### config.mk
export PLATFORM = sky130hd
export DESIGN_NAME = sseg_scan
export DESIGN_NICKNAME = d
export VERILOG_FILES = /design/src/rtl/sseg_scan.sv
export SDC_FILE = /design/constraint.sdc
export NUM_CORES = 1
export LEC_CHECK = 0
export ABC_AREA = 1
export BUFFER_PORTS_ARGS = -buffer_cell sky130_fd_sc_hd__buf_2
export CORE_ASPECT_RATIO = 1.75
export CORE_MARGIN = 4
export CORE_UTILIZATION = 50
export DETAILED_ROUTE_END_ITERATION = 12
export HOLD_SLACK_MARGIN = 0.05
export PLACE_DENSITY = 0.68
export SLEW_MARGIN = 40
export SYNTH_ARGS = -nofsm -noshare
export SYNTH_HDL_FRONTEND = slang
export SYNTH_SLANG_ARGS = --single-unit
### constraint.sdc
create_clock -name clk -period 3 [get_ports clk]
set_input_delay 0.15 -clock clk [delete_from_list [all_inputs] [get_ports clk]]
set_output_delay 0.15 -clock clk [all_outputs]
set_load 0.005 [all_outputs]
### src/rtl/sseg_scan.sv
// -----------------------------------------------------------------------------
// sseg_scan
//   Digit-scan driver for a 4-digit, common-anode 7-segment display.
//   The raw gear code is synchronised and filtered for stability. The four
//   anodes are then time-multiplexed, with a short all-off window at the start
//   of each digit slot to suppress ghosting.
//
// Ports
//   clk       in   1  system clock
//   rst       in   1  asynchronous, active-high reset
//   gear_in   in   2  raw gear code (async): 00 neutral, 01 drive, 10 reverse,
//                     11 invalid
//   an_sel    out  4  anode select, active-low, registered
//   char_sel  out  7  segment pattern {g,f,e,d,c,b,a}, active-low, registered
//   gear_q    out  2  accepted (filtered) gear code, registered
//   slot_tick out  1  one-cycle pulse at the start of each digit slot
// -----------------------------------------------------------------------------
module sseg_scan #(
  parameter int REFRESH_DIV   = 100000,
  parameter int STABLE_CYCLES = 1000000,
  parameter int BLANK_CYCLES  = 1000
) (
  input  logic       clk,
  input  logic       rst,
  input  logic [1:0] gear_in,
  output logic [3:0] an_sel,
  output logic [6:0] char_sel,
  output logic [1:0] gear_q,
  output logic       slot_tick
);

  // The stability counter is sized for STABLE_CYCLES+1 so that
  // STABLE_CYCLES = 1 still yields a non-zero width.
  localparam int DIV_W  = $clog2(REFRESH_DIV);
  localparam int STAB_W = $clog2(STABLE_CYCLES + 1);

  localparam logic [DIV_W-1:0]  DIV_LAST  = DIV_W'(REFRESH_DIV - 1);
  localparam logic [DIV_W-1:0]  BLANK_END = DIV_W'(BLANK_CYCLES);
  localparam logic [STAB_W-1:0] STAB_LAST = STAB_W'(STABLE_CYCLES - 1);

  localparam logic [1:0] GEAR_NEU = 2'b00;
  localparam logic [1:0] GEAR_DRV = 2'b01;
  localparam logic [1:0] GEAR_REV = 2'b10;
  localparam logic [1:0] GEAR_INV = 2'b11;

  localparam logic [3:0] AN_OFF  = 4'b1111;
  localparam logic [6:0] SEG_OFF = 7'b1111111;
  localparam logic [6:0] SEG_D   = 7'b0100001;
  localparam logic [6:0] SEG_N   = 7'b0101011;
  localparam logic [6:0] SEG_R   = 7'b0101111;

  logic [1:0]        gear_meta_r;
  logic [1:0]        gear_sync_r;
  logic [1:0]        cand_r;
  logic [STAB_W-1:0] stab_cnt_r;
  logic [1:0]        gear_q_r;
  logic [DIV_W-1:0]  div_cnt_r;
  logic [1:0]        digit_idx_r;
  logic              slot_tick_r;
  logic [3:0]        an_sel_r;
  logic [6:0]        char_sel_r;
  logic [3:0]        an_next_s;
  logic [6:0]        char_next_s;

  // One-hot-low anode code for a digit position.
  function automatic logic [3:0] anode_decode(input logic [1:0] idx);
    logic [3:0] an;
    case (idx)
      2'd0:    an = 4'b1110;
      2'd1:    an = 4'b1101;
      2'd2:    an = 4'b1011;
      2'd3:    an = 4'b0111;
      default: an = AN_OFF;
    endcase
    return an;
  endfunction

  // Each gear letter owns one digit position. Digit 3 is left dark here
  // because the downstream stage overlays its backtrack indicator there.
  function automatic logic [6:0] char_decode(input logic [1:0] idx,
                                             input logic [1:0] gear);
    logic [6:0] pat;
    pat = SEG_OFF;
    case (idx)
      2'd0: begin
        if (gear == GEAR_REV) pat = SEG_R;
        else                  pat = SEG_OFF;
      end
      2'd1: begin
        if (gear == GEAR_NEU) pat = SEG_N;
        else                  pat = SEG_OFF;
      end
      2'd2: begin
        if (gear == GEAR_DRV) pat = SEG_D;
        else                  pat = SEG_OFF;
      end
      default: pat = SEG_OFF;
    endcase
    return pat;
  endfunction

  // Two-flop synchroniser for the asynchronous gear code.
  always_ff @(posedge clk or posedge rst) begin
    if (rst) begin
      gear_meta_r <= 2'b00;
      gear_sync_r <= 2'b00;
    end else begin
      gear_meta_r <= gear_in;
      gear_sync_r <= gear_meta_r;
    end
  end

  // Stability filter: a candidate must hold STABLE_CYCLES cycles before it
  // is accepted. The invalid code can become a candidate but is never accepted.
  always_ff @(posedge clk or posedge rst) begin
    if (rst) begin
      cand_r     <= GEAR_NEU;
      stab_cnt_r <= {STAB_W{1'b0}};
      gear_q_r   <= GEAR_NEU;
    end else if (gear_sync_r != cand_r) begin
      cand_r     <= gear_sync_r;
      stab_cnt_r <= {STAB_W{1'b0}};
    end else if (stab_cnt_r < STAB_LAST) begin
      stab_cnt_r <= stab_cnt_r + STAB_W'(1);
    end else if (cand_r != GEAR_INV) begin
      gear_q_r <= cand_r;
    end
  end

  // Slot divider and digit index. slot_tick rises in the first cycle of
  // each new slot (the cycle in which div_cnt reads 0 again).
  always_ff @(posedge clk or posedge rst) begin
    if (rst) begin
      div_cnt_r   <= {DIV_W{1'b0}};
      digit_idx_r <= 2'd0;
      slot_tick_r <= 1'b0;
    end else if (div_cnt_r == DIV_LAST) begin
      div_cnt_r   <= {DIV_W{1'b0}};
      digit_idx_r <= digit_idx_r + 2'd1;
      slot_tick_r <= 1'b1;
    end else begin
      div_cnt_r   <= div_cnt_r + DIV_W'(1);
      slot_tick_r <= 1'b0;
    end
  end

  // Next display value: dark during the blanking window, otherwise the
  // anode and letter of the current digit.
  always_comb begin
    an_next_s   = AN_OFF;
    char_next_s = SEG_OFF;
    if (div_cnt_r < BLANK_END) begin
      an_next_s   = AN_OFF;
      char_next_s = SEG_OFF;
    end else begin
      an_next_s   = anode_decode(digit_idx_r);
      char_next_s = char_decode(digit_idx_r, gear_q_r);
    end
  end

  // Display output registers.
  always_ff @(posedge clk or posedge rst) begin
    if (rst) begin
      an_sel_r   <= AN_OFF;
      char_sel_r <= SEG_OFF;
    end else begin
      an_sel_r   <= an_next_s;
      char_sel_r <= char_next_s;
    end
  end

  assign an_sel    = an_sel_r;
  assign char_sel  = char_sel_r;
  assign gear_q    = gear_q_r;
  assign slot_tick = slot_tick_r;

endmodule
# [After elaboration in Yosys (flattened, before gate mapping)]
# Index checks and enable logic that the tools add are counted.
[totals] reg_bits=59 latchBits=0 mem_bits_rw=0 romBits=0 in_bits=4 word_cells=40 mem_count=0
[classes] addsub=3 mul=0 div_mod_pow=0 n_lt_le_gt_ge=2 eq_ne=8 n_shift=0 mux=11 n_bitwise=2 reduce_logical=4
[op_table] op="two-way mux 20 bit" n=2
[op_table] op="two-way mux 7 bit" n=4
[op_table] op="one-hot mux 7 bit (3 select lines)" n=1
[op_table] op="adder 20 x 1 -> 20 bit (second input constant)" n=1
[op_table] op="< comparator 20 bit (second input constant)" n=1
[op_table] op="adder 17 x 1 -> 17 bit (second input constant)" n=1
[op_table] op="equality test 17 bit (second input constant)" n=1
[op_table] op="< comparator 17 x 10 -> 1 bit (second input constant)" n=1
[op_table] op="two-way mux 17 bit" n=1
[op_table] op="one-hot mux 4 bit (4 select lines)" n=1
[op_table] op="equality test 2 bit (second input constant)" n=3
[op_table] op="equality test 2 x 1 -> 1 bit (second input constant)" n=2
[op_table] op="zero test 2 bit" n=2
[op_table] op="two-way mux 4 bit" n=1
[op_table] op="AND reduction 3 bit" n=1
[op_table] op="adder 2 x 1 -> 2 bit (second input constant)" n=1
[op_table] op="!= test 2 bit" n=1
[op_table] op="!= test 2 bit (second input constant)" n=1
[op_table] op="inverter 1 bit" n=2
[op_table] op="nonzero test 2 bit" n=1
[op_table] op="two-way mux 1 bit" n=1

# [Logic depth before layout (Yosys ltp)]
[depth] ltp_word=4 depth_mapped=11

# [Least setup slack after synthesis]
# OpenSTA, ideal clock, no wires.
[synth_path] path_type="register to register" start="register stab_cnt_r[0]" end="register stab_cnt_r[4]" setup_ps=118 arrival_time_ps=1393 t_required_ps=2882 setup_slack_ps=1489 stages_incl_launch_ff=12 synth_period_minus_slack_ps=1511 path_cell_list="dfrtp_1 ha_1 nand2_1 inv_1 nand2_1 nor2_1 nand2_1 nand3_2 nand2_4 buf_6 nand2_1 o21ai_2"
[synth_between] elab_chain_cells=3 word_cells_on_any_way=5 cone_classes="1 x add/sub; 1 x order compare; 2 x mux; 1 x reduce/logical"
[synth_rtl] item="start, declared" line="55" text="logic [STAB_W-1:0] stab_cnt_r;"
[synth_rtl] item="start signal, assigned" line="118" text="stab_cnt_r <= {STAB_W{1'b0}};"
[synth_rtl] item="start signal, assigned" line="122" text="stab_cnt_r <= {STAB_W{1'b0}};"
[synth_rtl] item="start signal, assigned" line="124" text="stab_cnt_r <= stab_cnt_r + STAB_W'(1);"
[synth_rtl] item="adder 20 x 1 -> 20 bit" line="124"
[synth_rtl] item="two-way mux 20 bit" line="123" text="end else if (stab_cnt_r < STAB_LAST) begin"
[synth_rtl] item="two-way mux 20 bit" line="120" text="end else if (gear_sync_r != cand_r) begin"
# Several ways; a longest one is shown, not always the timed one. The select of a mux whose other input is x is not followed.
# A chain may end at the register's enable or synchronous reset.

# [Worst setup path in the final report]
[layout_path] start="register cand_r[1]" end="register stab_cnt_r[15]"
[layout_between] elab_chain_cells=2 word_cells_on_any_way=3 cone_classes="1 x eq/ne; 1 x mux; 1 x reduce/logical"
[layout_rtl] item="start, declared" line="54" text="logic [1:0] cand_r;"
[layout_rtl] item="start signal, assigned" line="121" text="cand_r <= gear_sync_r;"
[layout_rtl] item="!= test 2 bit (*)" line="120"
[layout_rtl] item="two-way mux 20 bit / nonzero test 2 bit (equally long branches)"
# Mark *: on every way between the ends. The rest lies on a longest branch, timed or not.

==> out/qor.yml <==
placed_design:
  dp_hpwl_um: 5110
  port_buffers: 15
  finalWeightedCongestion: 0.961
  place_inst: 473
  place_ws_ps: 898
  post_dp_cell_area_um2: 3180
synth:
  ys.flop_type: "dfrtp_1"
  synth-simple-area-share_pct: 31.5
  synthAdderAreaFrac_pct: 4.08
  ys_types: 35
  ys_warn_count: 0
  synth_compound_area_share_pct: 4.81
  synth-edff-count: 0
  synthCells: 388
  yosys_register_bits: 55
  synth_top_family_by_area: "simple AND/OR/NAND/NOR gates"
  synth_seq_area_share_pct: 45.2
  async_flop_share_pct: 100
  muxShareOfSynthArea_pct: 0
  syn_avg_cell_area_um2: 7.90
  synthXorXnorAreaFrac_pct: 6.85
  synth_area_um2: 3070
routing:
  wl_um: 6630
  drtIter0Drc: 159
  via_count: 2466
  wire_per_inst_um: 13.7
  drtPass1Iterations: 4
  drc_errors: 0
  antenna_left: 0
  viasPerCell: 5.10
die:
  num_io_pins: 18
  die_h_um: 112
  core-area_um2: 5930
  row_count: 37
  initial_utilization_pct: 51.8
  die_x_um: 67.2
  die-area_um2: 7500
sta:
  drv_slew: 0
  min_period_ps: 2160
  maxSlewHeadroom_pct: 60.0
  fin_crit_sh_pct: 72.0
  skew_ps: 11.8
  max_clock_freq_mhz: 463
  finalWorstSetupSlack_ps: 841
  rsz0062_at_grt: "no"
  tightest_slew_ps: 600
  setup_viol: 0
  finalHoldViolCount: 0
  setup_tns_ps: 0
clocking:
  numClockSinks: 55
  clk_pin_slew_worst_paths_ps: 100
  cts_tree: "done"
  ctsLongestPathBuffers: 2
  root_buffer: "clkbuf_8"
  h-tree-depth: 2
  cts-buffers-inserted: 5
  cts_resized: 0
  insertion_delay_ps: 310
critical_path:
  crit_required_ps: 3250
  arrival_ps: 2410
  criticalPathCategory: "reg2reg"
  reg2reg_depth: 8
  cp-start-kind: "flip-flop"
  path_max_fanout: 21
  cp-end-kind: "flip-flop"
power_and_ir_drop:
  max-vdd-ir-drop_mv: 0.330
  leakagePower_nw: 1.58
  powerDensity_nw_per_um2: 364
layout:
  drive_gt1_share_pct: 11.8
  final_cells: 484
  utilization_pct: 55.7
  final_common_cell: "nand2_1"
  stdcell_area_um2: 3300
  final_cell_mix: "101 x nand2_1, 63 x nor2_1, 48 x dfrtp_1"
  diodes: 0
  nNetsFinal: 419
  syn2layout_area_growth_pct: 7.63
global_route:
  grt_pass1_wl_um: 11500
  grt_max_degree: 50
  grt_pass1_vias: 2525
  antenna_found_initial: 0
  gr-usage-all-layers_pct: 20.3
  overflow: 0
flow_run:
  max-cap-violations: 0
run_status:
  status: "finished clean"
min_path:
  min_path_type: "reg2reg"
  whs_path_depth: 0
## logic make-up after synthesis
group                      after synthesis
AOI/OAI and AO/OA                       23
xor gates and xnor gates                24
adders and majority gates               10
buffers and inverters                   53
DFF                                     55
other                                    1
and+or+nand+nor                        222
## worst max-delay path: stages, from the launching register on
cell,delay (ps)
dfrtp_1,410
inv_1,90
or2_1,100
nand3_1,370
inv_1,520
nand2_4,260
inv_2,210
nand2_1,70
nand2_1,60
## flip-flops by register name, indices dropped and copies added (netlist names)
name,flops
gear_sync_r,2
div_cnt_r,17
gear_meta_r,2
an_sel,4
slot_tick,1
stab_cnt_r,20
char_sel,3
gear_q,2
cand_r,2
digit_idx_r,2
## per-stage QoR
step	power [mW]	hold WS, ps
after floorplan	0.799	181
after global placement	0.807	259
after detailed placement	0.809	260
after global routing	1.26	368
after CTS	1.22	366
final	1.20	357
## power by group
part | total, mW | internal (mW) | switching (mW)
Clock | 0.405 | 0.165 | 0.240
Combinational | 0.0425 | 0.0103 | 0.0322
Sequential | 0.754 | 0.748 | 0.00628
## per-layer routing
metal | vias up | track usage, % | part of all wire, %
li1 | 1248 | - | -
met1 | 1161 | 21.4 | 36
met3 | 14 | 3.43 | 2.7
met5 | - | 0 | 0
met4 | 0 | 10.0 | 3.6
met2 | 43 | 36.9 | 57
## path summary, 6_finish.rpt
check / slack (ps) / endpoint / from
max in group asynchronous: 1920 / char_sel[4] / rst
min reg2reg: 360 / gear_sync_r[0] / gear_meta_r[0]
max reg2reg: 840 / stab_cnt_r[15] / cand_r[1]
max: 840 / stab_cnt_r[15] / cand_r[1]
min in group asynchronous: 460 / gear_meta_r[0] / rst
min: 360 / gear_sync_r[0] / gear_meta_r[0]
## cell usage after synthesis (2+ instances only)
library cell  instances  share of area (%)
a21o_1                2               0.49
ha_1                 10                4.1
xor2_1               20                5.7
nor2_1               63                7.7
dfrtp_1              48                 39
nor2_2                3               0.61
clkbuf_1              3               0.37
o21ai_2               6                1.7
o21ai_0               5               0.82
xnor2_1               4                1.1
inv_1                39                4.8
nand4_1              13                2.7
o21ai_1               3               0.49
nand3_1              27                4.4
nand2_1             101                 12
nor3_1                4               0.65
nand3b_1              2               0.49
inv_2                 3               0.37
buf_4                 4               0.98
a21oi_1               5               0.82
buf_6                 2               0.73
dfstp_2               7                6.0
nor4_1                2               0.41
## final cells by class
cell class                      instances  area (um2)
Multi-Input combinational cell        281        1460
Fill cell                             609        2630
Timing Repair Buffer                   19         113
Inverter                               43         164
Clock inverter                          2        13.8
Sequential cell                        55        1390
Tap cell                               78        97.6
Clock buffer                            6        72.6
## what timing repair did
item,in CTS,in global routing
buffers inserted,0,0
hold endpoints to repair,50,0
hold buffers,3,0
No activity file was read; power rests on OpenSTA's default activity.
